[src/rtl/interp_pkg.sv]
// Shared widths, reciprocal table and saturation limits for the multi-channel interpolator.
package interp_pkg;

  localparam int NCH_DEF      = 3;
  localparam int PIX_W_DEF    = 10;
  localparam int LVL_W_DEF    = 8;
  localparam int BND_W_DEF    = 12;
  localparam int MAX_INTV_DEF = 16;
  localparam int CNT_W_DEF    = 16;

  localparam int RECIP_FRAC = 16;
  localparam int RECIP_W    = 17;

  localparam int BND_SAT = (1 << BND_W_DEF) - 1;

  // floor(2^RECIP_FRAC / n); entry 0 is never selected after clamping and reads as 0.
  function automatic logic [RECIP_W-1:0] RECIP_LUT(input int n);
    if (n < 1) begin
      return '0;
    end
    return RECIP_W'((1 << RECIP_FRAC) / n);
  endfunction

endpackage

[src/rtl/interp_lane.sv]
// One channel of the interpolator: clamp/diff (S1), multiply + reciprocal lookup (S2),
// scale/offset/saturate (S3). Build with INTERP_ROUND_EN for round-half-up in S3.
module interp_lane
  import interp_pkg::*;
#(
  parameter int PIX_W    = PIX_W_DEF,
  parameter int LVL_W    = LVL_W_DEF,
  parameter int BND_W    = BND_W_DEF,
  parameter int MAX_INTV = MAX_INTV_DEF
) (
  input  logic             clk,
  input  logic             rst_n,
  input  logic             in_valid,
  input  logic [PIX_W-1:0] pixel,
  input  logic [LVL_W-1:0] low_level,
  input  logic [LVL_W:0]   high_level,
  input  logic [BND_W-1:0] lobound,
  input  logic [BND_W-1:0] upbound,
  output logic [BND_W-1:0] bound,
  output logic             clamp
);

  localparam int IV_W  = $clog2(MAX_INTV + 1);
  localparam int IS_W  = LVL_W + 2;
  localparam int LV4_W = LVL_W + 2;
  localparam int AS_W  = ((PIX_W > LV4_W) ? PIX_W : LV4_W) + 1;
  localparam int DL_W  = BND_W + PIX_W;
  localparam int PR_W  = DL_W + RECIP_W;
  localparam int SH    = RECIP_FRAC + 2;
  localparam int Q_W   = PR_W - SH;
  localparam logic [Q_W:0] SAT = (Q_W + 1)'((1 << BND_W) - 1);
`ifdef INTERP_ROUND_EN
  localparam logic [PR_W-1:0] RND = PR_W'(1) << (RECIP_FRAC + 1);
`else
  localparam logic [PR_W-1:0] RND = '0;
`endif

  logic signed [BND_W:0]  diff_s;
  logic signed [IS_W-1:0] intv_s;
  logic signed [AS_W-1:0] alpha_s;
  logic [BND_W-1:0]       diff_c;
  logic [IV_W-1:0]        intv_c;
  logic [IV_W+1:0]        amax;
  logic [PIX_W-1:0]       alpha_c;
  logic                   clamp_c;

  logic [BND_W-1:0]       diff_reg, lob1_reg, lob2_reg, bound_reg;
  logic [PIX_W-1:0]       alpha_reg;
  logic [IV_W-1:0]        intv_reg;
  logic                   clamp_reg;
  logic [DL_W-1:0]        delta_reg;
  logic [RECIP_W-1:0]     recip_reg;

  logic [PR_W-1:0]        prod;
  logic [Q_W-1:0]         q;
  logic [Q_W:0]           sum;
  logic [BND_W-1:0]       bound_next;

  logic [RECIP_W-1:0]     recip_rom [2**IV_W];

  for (genvar gi = 0; gi < 2**IV_W; gi++) begin : g_recip
    assign recip_rom[gi] = RECIP_LUT(gi);
  end

  always_comb begin
    diff_s  = $signed({1'b0, upbound}) - $signed({1'b0, lobound});
    intv_s  = $signed({1'b0, high_level}) - $signed({2'b00, low_level});
    alpha_s = $signed(AS_W'(pixel)) - $signed(AS_W'({low_level, 2'b00}));
    clamp_c = 1'b0;

    diff_c = diff_s[BND_W-1:0];
    if (diff_s[BND_W]) begin
      diff_c  = '0;
      clamp_c = 1'b1;
    end

    intv_c = intv_s[IV_W-1:0];
    if (intv_s[IS_W-1] || (intv_s == '0)) begin
      intv_c  = IV_W'(1);
      clamp_c = 1'b1;
    end else if (intv_s > $signed(IS_W'(MAX_INTV))) begin
      intv_c  = IV_W'(MAX_INTV);
      clamp_c = 1'b1;
    end

    // alpha is bounded by the clamped interval expressed in quarter-level units
    amax    = {intv_c, 2'b00};
    alpha_c = alpha_s[PIX_W-1:0];
    if (alpha_s[AS_W-1]) begin
      alpha_c = '0;
      clamp_c = 1'b1;
    end else if (alpha_s > $signed(AS_W'(amax))) begin
      alpha_c = PIX_W'(amax);
      clamp_c = 1'b1;
    end
  end

  always_comb begin
    prod       = PR_W'(delta_reg) * PR_W'(recip_reg) + RND;
    q          = Q_W'(prod >> SH);
    sum        = (Q_W + 1)'(lob2_reg) + (Q_W + 1)'(q);
    bound_next = (sum > SAT) ? {BND_W{1'b1}} : sum[BND_W-1:0];
  end

  // Invalid cycles load zeros so blanking drains the pipe with zero data.
  always_ff @(posedge clk) begin
    if (!rst_n) begin
      diff_reg  <= '0;
      alpha_reg <= '0;
      intv_reg  <= '0;
      lob1_reg  <= '0;
      clamp_reg <= 1'b0;
      delta_reg <= '0;
      recip_reg <= '0;
      lob2_reg  <= '0;
      bound_reg <= '0;
    end else begin
      diff_reg  <= in_valid ? diff_c  : '0;
      alpha_reg <= in_valid ? alpha_c : '0;
      intv_reg  <= in_valid ? intv_c  : '0;
      lob1_reg  <= in_valid ? lobound : '0;
      clamp_reg <= in_valid & clamp_c;
      delta_reg <= DL_W'(diff_reg) * DL_W'(alpha_reg);
      recip_reg <= recip_rom[intv_reg];
      lob2_reg  <= lob1_reg;
      bound_reg <= bound_next;
    end
  end

  assign bound = bound_reg;
  assign clamp = clamp_reg;

endmodule

[src/rtl/interpolator_mc.sv]
// Multi-channel bound interpolator: NCH lanes, 3-cycle sync/valid delay line and a
// per-frame clamp-event counter. Optional macro INTERP_ROUND_EN selects rounding in the lanes.
module interpolator_mc
  import interp_pkg::*;
#(
  parameter int NCH      = NCH_DEF,
  parameter int PIX_W    = PIX_W_DEF,
  parameter int LVL_W    = LVL_W_DEF,
  parameter int BND_W    = BND_W_DEF,
  parameter int MAX_INTV = MAX_INTV_DEF,
  parameter int CNT_W    = CNT_W_DEF
) (
  input  logic                   clk,
  input  logic                   rst_n,
  input  logic                   i_hs,
  input  logic                   i_vs,
  input  logic [NCH*PIX_W-1:0]   pixel_in,
  input  logic [NCH*LVL_W-1:0]   lowLevel,
  input  logic [NCH*(LVL_W+1)-1:0] highLevel,
  input  logic [NCH*BND_W-1:0]   lobound,
  input  logic [NCH*BND_W-1:0]   upbound,
  output logic                   o_hs,
  output logic                   o_vs,
  output logic                   o_valid,
  output logic [NCH*BND_W-1:0]   bound_out,
  output logic [CNT_W-1:0]       clamp_cnt
);

  localparam int PC_W = $clog2(NCH + 1);

  logic             in_valid;
  logic [2:0]       hs_dl_reg, vs_dl_reg, v_dl_reg;
  logic             vs_prev_reg;
  logic [NCH-1:0]   clamp_vec;
  logic [PC_W-1:0]  add;
  logic [CNT_W:0]   work_sum;
  logic [CNT_W-1:0] work_next, work_reg, clamp_cnt_reg;

  assign in_valid = i_hs & i_vs;

  for (genvar gi = 0; gi < NCH; gi++) begin : g_lane
    interp_lane #(
      .PIX_W(PIX_W), .LVL_W(LVL_W), .BND_W(BND_W), .MAX_INTV(MAX_INTV)
    ) u_lane (
      .clk       (clk),
      .rst_n     (rst_n),
      .in_valid  (in_valid),
      .pixel     (pixel_in[gi*PIX_W +: PIX_W]),
      .low_level (lowLevel[gi*LVL_W +: LVL_W]),
      .high_level(highLevel[gi*(LVL_W+1) +: (LVL_W+1)]),
      .lobound   (lobound[gi*BND_W +: BND_W]),
      .upbound   (upbound[gi*BND_W +: BND_W]),
      .bound     (bound_out[gi*BND_W +: BND_W]),
      .clamp     (clamp_vec[gi])
    );
  end

  // Lane flags are already gated by input valid, so a plain popcount is the event count.
  always_comb begin
    add = '0;
    for (int i = 0; i < NCH; i++) begin
      add = add + PC_W'(clamp_vec[i]);
    end
    work_sum  = {1'b0, work_reg} + (CNT_W + 1)'(add);
    work_next = work_sum[CNT_W] ? {CNT_W{1'b1}} : work_sum[CNT_W-1:0];
  end

  always_ff @(posedge clk) begin
    if (!rst_n) begin
      hs_dl_reg     <= '0;
      vs_dl_reg     <= '0;
      v_dl_reg      <= '0;
      vs_prev_reg   <= 1'b0;
      work_reg      <= '0;
      clamp_cnt_reg <= '0;
    end else begin
      hs_dl_reg   <= {hs_dl_reg[1:0], i_hs};
      vs_dl_reg   <= {vs_dl_reg[1:0], i_vs};
      v_dl_reg    <= {v_dl_reg[1:0], in_valid};
      vs_prev_reg <= i_vs;
      // flags of the frame's last valid cycle land on the falling edge and are folded in here
      if (vs_prev_reg && !i_vs) begin
        clamp_cnt_reg <= work_next;
        work_reg      <= '0;
      end else begin
        work_reg <= work_next;
      end
    end
  end

  assign o_hs      = hs_dl_reg[2];
  assign o_vs      = vs_dl_reg[2];
  assign o_valid   = v_dl_reg[2];
  assign clamp_cnt = clamp_cnt_reg;

endmodule

[config.mk]
export PLATFORM = sky130hd
export DESIGN_NAME = interpolator_mc
export DESIGN_NICKNAME = d
export VERILOG_FILES = /design/src/rtl/interp_pkg.sv /design/src/rtl/interp_lane.sv /design/src/rtl/interpolator_mc.sv
export SDC_FILE = /design/constraint.sdc
export NUM_CORES = 2
export LEC_CHECK = 0
export CAP_MARGIN = 20
export CORE_UTILIZATION = 35
export CTS_CLUSTER_DIAMETER = 120
export CTS_CLUSTER_SIZE = 40
export DETAILED_ROUTE_END_ITERATION = 10
export PLACE_DENSITY = 0.56
export SLEW_MARGIN = 10
export SYNTH_ARGS = -nofsm -noshare
export SYNTH_HDL_FRONTEND = slang
export SYNTH_SLANG_ARGS = --single-unit
[constraint.sdc]
create_clock -name clk -period 11.87 [get_ports clk]
set_clock_uncertainty 0.15 [all_clocks]
set_input_delay 2.374 -clock clk [delete_from_list [all_inputs] [get_ports clk]]
set_output_delay 2.374 -clock clk [all_outputs]
set_load 0.02 [all_outputs]
==> metrics.yaml <==
drt:
  routed_via_density: 4.92
  drt-total-wl_um: 166000
  top_layer: "met4"
  drc: 0
  num_vias: 47500
  wl_per_cell_um: 17.2
  wl_met2_um: 81200
  drt_iter0_drc: 2711
  firstDrtPassIters: 8
  ant_nets: 0
  dr_wl_met3_um: 6760
  met1_length_um: 74400
synth:
  synth_compound_area_share_pct: 8.44
  synth.area.top_cells: "fa_1 (36%), ha_1 (13%), dfxtp_1 (11%)"
  yosysSeqAreaShare_pct: 11.1
  synthAdderAreaFrac_pct: 49.3
  synth-xor-area-share_pct: 2.39
  synth_top_family_by_area: "adder cells"
  synth_top_area_share_pct: 36.1
  ys_seq_elements: 350
  yosysTopAreaCell: "fa_1"
  syn_area_per_cell_sq_um: 8.65
  synth_area_sq_um: 63100
  synth-edff-count: 0
  synth_top_flop_cell: "dfxtp_1"
  synth.area.mux_share_pct: 0.228
  async_reset_ff_share_pct: 0
  yosysWarnings: 0
  yosysUniqueCellTypes: 86
  yosys.area_share.simple_pct: 17.8
  synthCells: 7290
global_routing:
  grt_usage_pct: 18.6
  grt_max_degree: 60
  grt_remaining_overflow: 0
  grt_antenna_before_repair: 5
  grt_pass1_vias: 50600
  grt_pass1_wl_um: 272000
setup_path:
  max_stage_delay_ns: 0.92
  worstSetupEndpointType: "flop"
  reg2reg_from: "g_lane[2].u_lane.recip_reg[2]"
  slowest_stage: "dfxtp_1"
  critPathLaunch: "g_lane[2].u_lane.recip_reg[2]"
  critical_path_arrival_ns: 10.52
  path_common_cell: "fa_1"
  critical_path_class: "reg -> reg"
  crit_fanout: 22
  crit_required_ns: 12.26
  worst_setup_path_start_kind: "flop"
die:
  initial_utilization_pct: 35.3
  rows: 155
  die_y_um: 427
  coreArea_sq_um: 179000
  top_level_ports: 212
  die_width_um: 427
  die_area_sq_um: 182000
sta:
  min_period_over_period_pct: 85.3
  grt_setup_unrepaired: "no"
  max_freq_ghz: 0.0987
  worst_slew_pin_slew_ns: 1.18
  finalHoldViolCount: 0
  fin_crit_ns: 10.13
  setup_viol: 0
  finalSetupTns_ns: 0
  relSlewSlack_pct: 21.3
  fin_ws_ns: 1.74
  drv_slew: 0
clocking:
  clock_path_buffers: 3
  cts_inserted_buffers: 20
  clk_pin_slew_ns: 0.15
  clock-root-buffer: "clkbuf_16"
  cts_tree: "done"
  htree_levels: 1
  hold_buffers: 0
  cts_setup_buffers: 0
  clk_latency_ns: 0.64
  clkSinkCount: 350
  cts-resized-gates: 0
placement:
  post-place-cells: 9612
  portBuffers: 211
  dp_hpwl_um: 133000
  gp_congestion: 0.865
  post-place-ws_ns: 1.77
finish:
  stdcell_count: 9652
  layout.nets: 9239
  layout_commonest_cell: "inv_1"
  largest_register_ffs: 66
  area_growth_pct: 8.35
  drive_gt1_share_pct: 1.97
  mostFrequentLayoutCells: "inv_1 (1484), fa_1 (1139), nand2_1 (1023)"
  final_core_util_pct: 38.2
power:
  p_leak_nw: 34.1
  power_density_nw_per_um2: 38.3
  vdd_drop_max_mv: 0.0949
min_path:
  min-delay-start: "g_lane[0].u_lane.lob1_reg[11]"
  hp-class: "reg -> reg"
job:
  max_cap_viol_count: 0
run_status:
  status: "finished, final reports clean"
stage by stage:
step                      total power [mW]  hold slack (ns)  cell area [sq um]
final                                 2.62            0.261              68400
after global routing                  2.75            0.271              68300
after detailed placement              1.70            0.267              67500
after global placement                1.69            0.264              67500
after floorplan                       1.52            0.262              63100
after CTS                             2.65            0.262              68300
report_power, final:
part / total, mW / internal [mW] / switching [mW]
Combinational: 0.431 / 0.189 / 0.242
Sequential: 1.25 / 1.20 / 0.0512
Clock: 0.938 / 0.370 / 0.568
cell type report:
class                           count  area, sq um
Clock inverter                     15          352
Multi-Input combinational cell   5142        49300
Inverter                         1485         5580
Sequential cell                   350         7010
Fill cell                       18300       110000
Antenna cell                        3         7.51
Timing Repair Buffer              282         2640
Clock buffer                       20          500
Tap cell                         2355         2950
synthesized netlist by cell type (all sizes together), types with 5 or more instances:
master   number
a2111oi      15
a211o        12
a211oi       45
a21boi       21
a21o         88
a21oi       253
a221oi       16
a311oi        5
a31o          6
a31oi        19
a41oi        15
and2        662
and3         56
buf          13
clkbuf      308
dfxtp       350
fa         1139
ha          662
inv        1485
mux2i        11
nand2      1024
nand2b       35
nand3        54
nand3b        8
nand4        11
nor2        268
nor2b        49
nor3         68
nor3b        18
nor4         16
o2111ai       6
o211a         6
o211ai       16
o21a         37
o21ai       170
o21bai       39
o31ai         5
or2          13
or3          24
xnor2        98
xor2         74
metal layers:
layer,up-vias,track usage [%]
met1,24000,25.2
met5,-,0
li1,22300,-
met2,1021,32.3
met4,0,4.40
met3,192,1.29
logic make-up after synthesis:
group,Yosys count
adder cells (fa/ha/maj),1801
multiplexers,14
other,1
XOR/XNOR,172
AND/OR/NAND/NOR,2322
AO/OA/AOI/OAI,824
buffers and inverters,1806
flip-flops,350
critical path, delay by kind of cell (launching register included):
family | cells | cell delay, ns
flops | 1 | 0.92
compound gates | 17 | 3.45
simple gates | 6 | 1.73
fa+ha+maj | 8 | 3.63
xor+xnor | 1 | 0.18
buf+inv | 1 | 0.05
path summary, 6_finish.rpt:
kind | end | cells past startpoint | slack (ns)
min reg2reg | g_lane[0].u_lane.lob2_reg[11] | 1 | 0.26
max | g_lane[2].u_lane.bound[2] | 33 | 1.74
min | g_lane[0].u_lane.lob2_reg[11] | 1 | 0.26
max reg2reg | g_lane[2].u_lane.bound[2] | 33 | 1.74
Note: power is estimated with default switching activity, not from simulation.
